==> config.mk <==
export PLATFORM = sky130hd
export DESIGN_NAME = ps2_key_encoder_flat
export DESIGN_NICKNAME = d
export VERILOG_FILES = /design/src/rtl/ps2_key_encoder_pkg.sv /design/src/rtl/ps2_key_encoder_if.sv /design/src/rtl/ps2_key_encoder_line_rx.sv /design/src/rtl/ps2_key_encoder.sv /design/src/flat_wrapper.sv
export SDC_FILE = /design/constraint.sdc
export NUM_CORES = 1
export LEC_CHECK = 0
export CAP_MARGIN = 20
export CORE_MARGIN = 10
export CORE_UTILIZATION = 52
export DETAILED_ROUTE_END_ITERATION = 10
export GPL_TIMING_DRIVEN = 0
export HOLD_SLACK_MARGIN = 0.03
export PLACE_DENSITY = 0.74
export SLEW_MARGIN = 20
export SYNTH_ARGS = -nofsm -noshare
export SYNTH_HDL_FRONTEND = slang
export SYNTH_SLANG_ARGS = --single-unit
==> constraint.sdc <==
create_clock -name clk_sys -period 2.3 [get_ports clk_sys]
set_input_delay 0.46 -clock clk_sys [delete_from_list [all_inputs] [get_ports clk_sys]]
set_output_delay 0.46 -clock clk_sys [all_outputs]
set_load 0.005 [all_outputs]
==> src/rtl/ps2_key_encoder_pkg.sv <==
// ps2_pkg: shared scancode constants, frame FSM encoding and decoder helpers.
// Revision: 1.0
`default_nettype none

package ps2_pkg;

    localparam logic [7:0] PS2_EXT        = 8'hE0;
    localparam logic [7:0] PS2_BRK        = 8'hF0;
    localparam logic [7:0] PS2_PAUSE      = 8'hE1;
    localparam logic [7:0] PS2_ACK        = 8'hFA;
    localparam logic [7:0] PS2_BAT        = 8'hAA;
    localparam logic [7:0] PS2_ECHO       = 8'hEE;
    localparam logic [7:0] PS2_RESEND     = 8'hFE;
    localparam logic [7:0] PS2_OVERRUN_LO = 8'h00;
    localparam logic [7:0] PS2_OVERRUN_HI = 8'hFF;
    localparam logic [7:0] PS2_PAUSE_CODE = 8'h77;

    localparam int PS2_PAUSE_LEN = 7;

    typedef enum logic [1:0] {
        IDLE  = 2'd0,
        RECV  = 2'd1,
        CHECK = 2'd2
    } frame_state_t;

    // Keyboard housekeeping replies carry no key information.
    function automatic logic ps2_is_ignored(input logic [7:0] code);
        return (code == PS2_ACK)        || (code == PS2_BAT)    ||
               (code == PS2_ECHO)       || (code == PS2_RESEND) ||
               (code == PS2_OVERRUN_LO) || (code == PS2_OVERRUN_HI);
    endfunction

endpackage

`default_nettype wire

==> src/rtl/ps2_key_encoder_if.sv <==
// ps2_key_encoder_if: PS/2 line inputs and key event / byte outputs of the encoder.
// Revision: 1.0
`default_nettype none

interface ps2_key_encoder_if;
    logic        ps2_clk;
    logic        ps2_data;
    logic [10:0] ps2_key;
    logic        byte_strobe;
    logic [7:0]  byte_data;
    logic        frame_err;

    modport master (
        output ps2_clk,
        output ps2_data,
        input  ps2_key,
        input  byte_strobe,
        input  byte_data,
        input  frame_err
    );

    modport slave (
        input  ps2_clk,
        input  ps2_data,
        output ps2_key,
        output byte_strobe,
        output byte_data,
        output frame_err
    );
endinterface

`default_nettype wire

==> src/rtl/ps2_key_encoder_line_rx.sv <==
// ps2_line_rx: PS/2 line synchronizer, clock glitch filter, 11-bit frame receiver with timeout.
// Revision: 1.0
`default_nettype none

module ps2_line_rx
    import ps2_pkg::*;
#(
    parameter int FILTER_LEN     = 8,
    parameter int TIMEOUT_CYCLES = 60000
) (
    input  logic       clk_sys,
    input  logic       I_RESET_N,
    input  logic       ps2_clk,
    input  logic       ps2_data,
    output logic       byte_strobe,
    output logic [7:0] byte_data,
    output logic       frame_err
);

    localparam int c_FCNT_W = $clog2(FILTER_LEN + 1);
    localparam int c_TMO_W  = $clog2(TIMEOUT_CYCLES + 1);

    logic [1:0]          r_clk_sync;
    logic [1:0]          r_data_sync;
    logic                r_filt_clk;
    logic [c_FCNT_W-1:0] r_fcnt;
    logic                w_clk_s;
    logic                w_data_s;
    logic                w_mismatch;
    logic                w_flip;
    logic                w_fall;
    logic                w_data_al;

    frame_state_t        r_state;
    frame_state_t        w_next;
    logic [9:0]          r_shift;
    logic [3:0]          r_bitcnt;
    logic [c_TMO_W-1:0]  r_tmo;
    logic [7:0]          r_last_byte;
    logic                w_tmo_hit;
    logic                w_frame_ok;

    always_ff @(posedge clk_sys or negedge I_RESET_N) begin
        if (!I_RESET_N) begin
            r_clk_sync  <= 2'b11;
            r_data_sync <= 2'b11;
        end else begin
            r_clk_sync  <= {r_clk_sync[0], ps2_clk};
            r_data_sync <= {r_data_sync[0], ps2_data};
        end
    end

    assign w_clk_s    = r_clk_sync[1];
    assign w_data_s   = r_data_sync[1];
    assign w_mismatch = (w_clk_s != r_filt_clk);
    assign w_flip     = w_mismatch && (r_fcnt == c_FCNT_W'(FILTER_LEN - 1));
    assign w_fall     = w_flip && r_filt_clk;

    always_ff @(posedge clk_sys or negedge I_RESET_N) begin
        if (!I_RESET_N) begin
            r_filt_clk <= 1'b1;
            r_fcnt     <= '0;
        end else if (w_flip) begin
            r_filt_clk <= ~r_filt_clk;
            r_fcnt     <= '0;
        end else if (w_mismatch) begin
            r_fcnt     <= r_fcnt + 1'b1;
        end else begin
            r_fcnt     <= '0;
        end
    end

    // Delay data by the filter latency so it is sampled where the raw clock fell.
    generate
        if (FILTER_LEN >= 2) begin : g_dly
            logic [FILTER_LEN-2:0] r_dly;
            always_ff @(posedge clk_sys or negedge I_RESET_N) begin
                if (!I_RESET_N) begin
                    r_dly <= '1;
                end else begin
                    r_dly[0] <= w_data_s;
                    for (int i = 1; i <= FILTER_LEN - 2; i++) begin
                        r_dly[i] <= r_dly[i-1];
                    end
                end
            end
            assign w_data_al = r_dly[FILTER_LEN-2];
        end else begin : g_nodly
            assign w_data_al = w_data_s;
        end
    endgenerate

    assign w_tmo_hit  = (r_state == RECV) && !w_fall &&
                        (r_tmo == c_TMO_W'(TIMEOUT_CYCLES - 1));
    assign w_frame_ok = (^r_shift[8:0]) && r_shift[9];

    always_ff @(posedge clk_sys or negedge I_RESET_N) begin
        if (!I_RESET_N) begin
            r_state <= IDLE;
        end else begin
            r_state <= w_next;
        end
    end

    always_comb begin
        w_next = r_state;
        case (r_state)
            IDLE:    if (w_fall && !w_data_al) w_next = RECV;
            RECV: begin
                if (w_tmo_hit)                          w_next = IDLE;
                else if (w_fall && (r_bitcnt == 4'd10)) w_next = CHECK;
            end
            CHECK:   w_next = IDLE;
            default: w_next = IDLE;
        endcase
    end

    always_comb begin
        byte_strobe = 1'b0;
        frame_err   = 1'b0;
        byte_data   = r_last_byte;
        case (r_state)
            IDLE:  frame_err = w_fall && w_data_al;
            RECV:  frame_err = w_tmo_hit;
            CHECK: begin
                if (w_frame_ok) begin
                    byte_strobe = 1'b1;
                    byte_data   = r_shift[7:0];
                end else begin
                    frame_err   = 1'b1;
                end
            end
            default: ;
        endcase
    end

    always_ff @(posedge clk_sys or negedge I_RESET_N) begin
        if (!I_RESET_N) begin
            r_shift     <= '0;
            r_bitcnt    <= '0;
            r_tmo       <= '0;
            r_last_byte <= '0;
        end else begin
            if (w_fall || (r_state != RECV)) r_tmo <= '0;
            else                             r_tmo <= r_tmo + 1'b1;

            if ((r_state == IDLE) && w_fall && !w_data_al) begin
                r_bitcnt <= 4'd1;
            end else if ((r_state == RECV) && w_fall) begin
                r_bitcnt <= r_bitcnt + 4'd1;
                r_shift  <= {w_data_al, r_shift[9:1]};
            end

            if ((r_state == CHECK) && w_frame_ok) r_last_byte <= r_shift[7:0];
        end
    end

endmodule

`default_nettype wire

==> src/rtl/ps2_key_encoder.sv <==
// ps2_key_encoder: PS/2 bytes to toggle-strobed {toggle, pressed, extended, code} key events.
// Optional PAUSE-sequence collapsing is enabled with macro PS2_PAUSE_EN. Revision: 1.0
`default_nettype none

module ps2_key_encoder
    import ps2_pkg::*;
#(
    parameter int FILTER_LEN     = 8,
    parameter int TIMEOUT_CYCLES = 60000
) (
    input  logic               clk_sys,
    input  logic               I_RESET_N,
    ps2_key_encoder_if.slave   bus
);

    logic        w_byte_strobe;
    logic [7:0]  w_byte_data;
    logic        w_frame_err;
    logic [10:0] r_key;
    logic        r_ext;
    logic        r_brk;
`ifdef PS2_PAUSE_EN
    logic [2:0]  r_pause_cnt;
`endif

    ps2_line_rx #(
        .FILTER_LEN     (FILTER_LEN),
        .TIMEOUT_CYCLES (TIMEOUT_CYCLES)
    ) u_line_rx (
        .clk_sys     (clk_sys),
        .I_RESET_N   (I_RESET_N),
        .ps2_clk     (bus.ps2_clk),
        .ps2_data    (bus.ps2_data),
        .byte_strobe (w_byte_strobe),
        .byte_data   (w_byte_data),
        .frame_err   (w_frame_err)
    );

    assign bus.byte_strobe = w_byte_strobe;
    assign bus.byte_data   = w_byte_data;
    assign bus.frame_err   = w_frame_err;
    assign bus.ps2_key     = r_key;

    always_ff @(posedge clk_sys or negedge I_RESET_N) begin
        if (!I_RESET_N) begin
            r_key       <= '0;
            r_ext       <= 1'b0;
            r_brk       <= 1'b0;
`ifdef PS2_PAUSE_EN
            r_pause_cnt <= '0;
`endif
        end else if (w_frame_err) begin
            r_ext       <= 1'b0;
            r_brk       <= 1'b0;
`ifdef PS2_PAUSE_EN
            r_pause_cnt <= '0;
`endif
        end else if (w_byte_strobe) begin
`ifdef PS2_PAUSE_EN
            // Swallow the rest of the PAUSE sequence and report it once on its last byte.
            if (r_pause_cnt != 3'd0) begin
                r_pause_cnt <= r_pause_cnt - 3'd1;
                if (r_pause_cnt == 3'd1) begin
                    r_key <= {~r_key[10], 1'b1, 1'b1, PS2_PAUSE_CODE};
                end
            end else if (w_byte_data == PS2_PAUSE) begin
                r_pause_cnt <= 3'(PS2_PAUSE_LEN);
                r_ext       <= 1'b0;
                r_brk       <= 1'b0;
            end else
`endif
            if (w_byte_data == PS2_EXT) begin
                r_ext <= 1'b1;
            end else if (w_byte_data == PS2_BRK) begin
                r_brk <= 1'b1;
            end else if (ps2_is_ignored(w_byte_data)) begin
                r_ext <= 1'b0;
                r_brk <= 1'b0;
            end else begin
                r_key <= {~r_key[10], ~r_brk, r_ext, w_byte_data};
                r_ext <= 1'b0;
                r_brk <= 1'b0;
            end
        end
    end

endmodule

`default_nettype wire

==> src/flat_wrapper.sv <==
// flat-port wrapper written by rule: the top's interface ports become plain ports
module ps2_key_encoder_flat import ps2_pkg::*;
#(
    parameter int FILTER_LEN     = 8,
    parameter int TIMEOUT_CYCLES = 60000
)
  (clk_sys, I_RESET_N, bus_ps2_clk, bus_ps2_data, bus_ps2_key, bus_byte_strobe, bus_byte_data, bus_frame_err);
  ps2_key_encoder_if bus_i ();
  input  logic clk_sys;
  input  logic I_RESET_N;
  input wire logic [$bits(bus_i.ps2_clk)-1:0] bus_ps2_clk;
  input wire logic [$bits(bus_i.ps2_data)-1:0] bus_ps2_data;
  output wire logic [$bits(bus_i.ps2_key)-1:0] bus_ps2_key;
  output wire logic [$bits(bus_i.byte_strobe)-1:0] bus_byte_strobe;
  output wire logic [$bits(bus_i.byte_data)-1:0] bus_byte_data;
  output wire logic [$bits(bus_i.frame_err)-1:0] bus_frame_err;
  assign bus_i.ps2_clk = bus_ps2_clk;
  assign bus_i.ps2_data = bus_ps2_data;
  assign bus_ps2_key = bus_i.ps2_key;
  assign bus_byte_strobe = bus_i.byte_strobe;
  assign bus_byte_data = bus_i.byte_data;
  assign bus_frame_err = bus_i.frame_err;
  ps2_key_encoder #(.FILTER_LEN(FILTER_LEN), .TIMEOUT_CYCLES(TIMEOUT_CYCLES)) u_core (.clk_sys(clk_sys), .I_RESET_N(I_RESET_N), .bus(bus_i));
endmodule
Yosys cells after proc, flatten, opt, wreduce, memory -nomap -nowiden --
Index checks and enable logic that the tools add are counted.
Word-level totals: output and inout bits 21, register bits 69, bits of input ports 4, word-level logic and storage cells 95
Operators by class: mux-type cells 23, reduce and logical (&&, ||, !) cells 30, bitwise logic cells 8, add/sub/neg operators 3, equality and inequality tests 18
Operators with widths (number):
- $eq 8x8->1 const B | 7
- $add 16x1->16 const B | 1
- $eq 16x16->1 const B | 1
- $mux 16 | 1
- $mux 4 | 4
- $mux 8 | 2
- $logic_and 1x1->1 | 12
- $mux 1 | 11
- $reduce_xor 9->1 | 1
- $add 4x1->4 const B | 2
- $logic_not 8->1 | 1
- $not 1->1 | 8
- $reduce_and 2->1 | 4
- $logic_or 1x1->1 | 6
- $mux 2 | 3
- $ne 3x2->1 const B | 2
- $reduce_and 5->1 | 1
- $eq 4x3->1 const B | 1
- $eq 4x4->1 const B | 1
- $ne 2x2->1 const B | 2
- $pmux 2 s2 | 1
- $reduce_bool 2->1 | 2
- $pmux 1 s3 | 1
- $eq 2x1->1 const B | 1
- 5 further kinds | 6

Logic depth before layout (Yosys ltp) --
depth in word-level cells 12, mapped depth 7, gate-level depth less buffers 6

Modules after synthesis --
A second synthesis with hierarchy kept.
Second synthesis, totals: cells, all modules 260, area total of the unflattened synthesis 3210.6 µm²
By module, submodules not included:
- ps2_line_rx | times used 1, area each 2600.0 µm², seq. area each 1416.4 µm², cells each 209
- ps2_key_encoder | times used 1, area each 610.6 µm², seq. area each 325.3 µm², cells each 51

Least setup slack after synthesis --
No wires, ideal clock.
path kind reg-to-output, from register u_core.u_line_rx.r_shift[2], to output bus_byte_data[4], arrival 1955 ps, slack -115 ps, buffers on the path 2, data required time 1840 ps, stages on the path, launching flop included 7, cell sequence dfrtp_1 > buf_4 > xor2_1 > xnor3_2 > mux2i_4 > buf_4 > mux2_2
On the way: longest elaborated chain between the ends 4
RTL lines:
- start: declaration | line ps2_key_encoder_line_rx.sv:36 | logic [9:0] r_shift;
- start signal: assignment | line ps2_key_encoder_line_rx.sv:151 | r_shift <= {w_data_al, r_shift[9:1]};
- $reduce_xor 9->1 | line ps2_key_encoder_line_rx.sv:95 | assign w_frame_ok = (^r_shift[8:0]) && r_shift[9];
- $logic_and 1x1->1 | line ps2_key_encoder_line_rx.sv:95
- $mux 8 | line ps2_key_encoder_line_rx.sv:126 | if (w_frame_ok) begin
- $mux 8 | line ps2_key_encoder_line_rx.sv:122 | case (r_state)
- end: declaration | line flat_wrapper.sv:15 | output wire logic [$bits(bus_i.byte_data)-1:0] bus_byte_data;
Every way passes these cells.

Worst setup path after layout --
from register u_core.u_line_rx.r_shift[1], to output bus_byte_data[1]
On the way: longest elaborated chain between the ends 4
RTL lines (line):
- $reduce_xor 9->1 | ps2_key_encoder_line_rx.sv:95
- $logic_and 1x1->1 | ps2_key_encoder_line_rx.sv:95
- $mux 8 * | ps2_key_encoder_line_rx.sv:126
- $mux 8 * | ps2_key_encoder_line_rx.sv:122
Mark *: on every way between the ends. The rest lies on a longest branch, timed or not.

==> results.yml <==
floorplanning:
  die_w_um: 97.05
  die-area_mm2: 0.009418
  die_h_um: 97.05
  start_util_pct: 52.76
  placementRows: 28
  io_pins: 25
  core_mm2: 0.005851
critical_path:
  setup.worst_path.class: "register to output port"
  reg2reg_from: "u_core.u_line_rx.r_shift[1]"
  critPathTopFamily: "multiplexers"
  cp_cell_sequence: "buf_6 > xnor2_2 > xnor3_2 > mux2i_4 > buf_6 > buf_6 > inv_8 > mux2_4 > buf_6"
  max_stage_delay_ns: 0.43
  cp.required_ns: 1.84
  cp.arrival_ns: 2.44
  cp_max_fo: 8
  crit_slowest_cell: "xnor3_2"
  cp_common_cell: "buf_6"
  start_kind: "register"
  path_buf_inv: 5
  crit_start: "u_core.u_line_rx.r_shift[1]"
  setup.worst_path.end_class: "output port"
placed_design:
  hpwlAfterDp_mm: 3.743
  io_buffers: 24
  place_congestion: 0.8394
  preCtsSetupSlack_ns: -0.7162
synth:
  synthTopCellsByArea: "dfrtp_1 46%, mux2_2 12%, dfstp_2 10%"
  synthFlopType: "dfrtp_1"
  yosysSeqAreaShare_pct: 56.42
  synth_top_cell_by_area: "dfrtp_1"
  syn_avg_cell_area_um2: 12.15
  postSynth.asyncResetShare_pct: 100.0
  synth-edff-count: 0
  ys_ff_latch: 69
  synth_top_area_share_pct: 46.21
  synth.yosys.warnings: 0
  netlist_instances: 254
  synth_area_mm2: 0.003087
  synthesis.nets: 262
  synth_cell_types: 44
job:
  max_cap_viol_count: 0
clock_tree:
  cts_tree: "yes"
  clkSinkCount: 69
  path_clk_slew_ns: 0.08
  cts-buffers-inserted: 9
  cts_root_buf: "clkbuf_8"
  clk_latency_ns: 0.34
  clockBufferDepth: 2
  htreeDepth: 3
run_status:
  outcome: "complete, but fails checks"
  violations: "setup timing"
min_path:
  hold_class: "input pin to asynchronous set/reset pin"
pwr:
  leakagePower_nw: 1.900
  power_w: 0.002417
  ir_drop_mv: 0.4972
  p_per_area_mw_per_mm2: 591.0
sta:
  setup_viol: 25
  relSlewSlack_pct: 48.28
  skew_ns: 0.01302
  worst_slew_pin_slew_ns: 0.7677
  layout_setup_ws_ns: -0.6039
  drv_slew: 0
  rsz0062_at_grt: "true"
  fin_crit_sh_pct: 126.3
  holdWs_ns: 0.04553
  tns_ns: -9.443
  finalHoldViolCount: 0
  fmax_mhz: 344.4
  fin_crit_ns: 2.904
global_route:
  grt_use_met3_pct: 4.623
  grt_max_degree: 40
  top_usage_layer: "met2"
  grtUsageMet1_pct: 16.51
  antenna_found_initial: 0
  grt_pass1_wl_mm: 10.76
  grt_use_total_pct: 13.67
  grt.met2_usage_pct: 21.86
  grt_pass1_vias: 2171
  grt_overflow: 0
routing:
  ant_nets: 0
  drtIter0Drc: 88
  drc_errors: 0
  wl_per_cell_um: 16.58
  wl_mm: 6.630
  drt-vias-per-instance: 5.330
  vias: 2132
  first_pass_iters: 4
final_layout:
  area_growth_pct: 32.47
  num_antenna_cells: 0
  nNetsFinal: 328
  fillers: 396
  drive_above_1_share_pct: 39.69
-- path summary, 6_finish.rpt --
| kind | slack (ns) | cells after the start | endpoint |
|---|---|---|---|
| worst max-delay path | -0.60 | 9 | bus_byte_data[1] |
| worst min-delay path | 0.05 | 1 | u_core.bus.ps2_key[3] |
| worst max register to register | -0.36 | 12 | u_core.bus.ps2_key[1] |
| worst min register to register | 0.36 | 0 | u_core.u_line_rx.g_dly.r_dly[0] |
| max in group asynchronous | 1.66 | 2 | u_core.u_line_rx.g_dly.r_dly[1] |
| min in group clk_sys | 0.36 | 0 | u_core.u_line_rx.g_dly.r_dly[0] |
-- cells by family after synthesis --
kind of cell	count (synthesis)	share of synthesized area (%)
AND/OR/NAND/NOR	81	13.50
flip-flops	69	56.42
multiplexers	36	13.70
AO/OA/AOI/OAI	26	5.229
XOR/XNOR	21	6.931
buffers and inverters	17	2.594
adder cells (fa/ha/maj)	4	1.621
-- final cells by class --
type / instances / area, um^2 / share of cell area, %
Sequential cell: 69 / 1743 / 42.63
Multi-Input combinational cell: 169 / 1405 / 34.36
Timing Repair Buffer: 54 / 526.8 / 12.88
Clock buffer: 11 / 151.4 / 3.703
Tap cell: 75 / 93.84 / 2.295
Buffer: 9 / 72.57 / 1.775
Clock inverter: 5 / 58.81 / 1.438
Inverter: 8 / 37.54 / 0.9180
-- what timing repair did --
action / 4_1_cts / 5_1_grt
endpoints found under the setup margin: 18 / 29
hold buffers: 0 / 0
resized for setup: 85 / 9
cloned: 1 / 0
pin swaps: 5 / 6
setup buffers: 21 / 10
-- registers in the layout, indices dropped and copies added, names as in the netlist --
name	cells
u_core.u_line_rx.r_bitcnt	4
u_core.r_ext	1
u_core.u_line_rx.r_filt_clk	1
u_core.u_line_rx.r_clk_sync	2
u_core.bus.ps2_key	11
u_core.u_line_rx.r_tmo	16
u_core.u_line_rx.r_state	2
u_core.u_line_rx.r_shift	10
u_core.u_line_rx.g_dly.r_dly	7
u_core.u_line_rx.r_fcnt	4
u_core.u_line_rx.r_data_sync	2
u_core.u_line_rx.r_last_byte	8
u_core.r_brk	1
-- metrics by stage --
stage	instance area [um^2]	utilization, %	std cells
4_1_cts	4004	68.43	392
3_5_place_dp	3471	59.32	354
2_1_floorplan	3119	-	254
6_report	4089	69.89	400
5_1_grt	4089	69.89	400
3_3_place_gp	3453	59.02	353
-- power by group --
| group | internal [W] | switching (W) |
|---|---|---|
| clock network | 0.000560 | 0.000459 |
| registers | 0.00126 | 0.0000275 |
| logic | 0.0000440 | 0.0000613 |
-- cells in the mapped netlist (2+ instances only) --
master and count:
nor3_1 8, dfstp_2 12, buf_2 2, or3_1 3, or2_2 2, mux2_2 32
nand2_1 14, a22o_1 2, buf_4 3, xnor2_1 11, nor3b_1 2, and4_1 3
o21ai_0 10, a211oi_1 2, nand2b_1 2, inv_1 7, nor2_1 21, mux2_4 2
and3_1 2, a21oi_1 6, xor2_1 8, dfrtp_1 57, ha_1 4, nor4_1 3
nand3_1 11, clkbuf_1 4, or4_1 2, nand4_1 3
-- worst register-to-register path, cell delays in order (launching register included) --
cell     delay (ns)
dfrtp_1        0.38
buf_6          0.14
xnor2_2        0.12
xnor3_2        0.43
mux2i_4        0.33
buf_6          0.15
buf_6          0.11
inv_8          0.04
buf_4          0.14
buf_6          0.12
buf_6          0.12
nand3_4        0.12
mux2_2         0.37
-- routing by layer --
metal | part of all wire, % | up-vias | wire length, um
met2 | 50 | 44 | 3292
li1 | - | 1025 | -
met5 | 0 | - | 0
met1 | 44 | 1051 | 2933
met3 | 4.2 | 12 | 280
met4 | 1.9 | 0 | 124
-- cell usage in the layout (no fill, tap or decap), drive strengths merged, types with 6 or more instances in the layout --
| cell type | instances |
|---|---|
| xnor2 | 11 |
| o21ai | 11 |
| nor2 | 21 |
| inv | 8 |
| dfrtp | 57 |
| nor3 | 8 |
| clkbuf | 14 |
| buf | 47 |
| mux2 | 34 |
| dfstp | 12 |
| nand2 | 14 |
| xor2 | 8 |
| a21oi | 6 |
| clkdlybuf4s50 | 13 |
| nand3 | 13 |
Note: power is estimated with default switching activity, not from simulation.
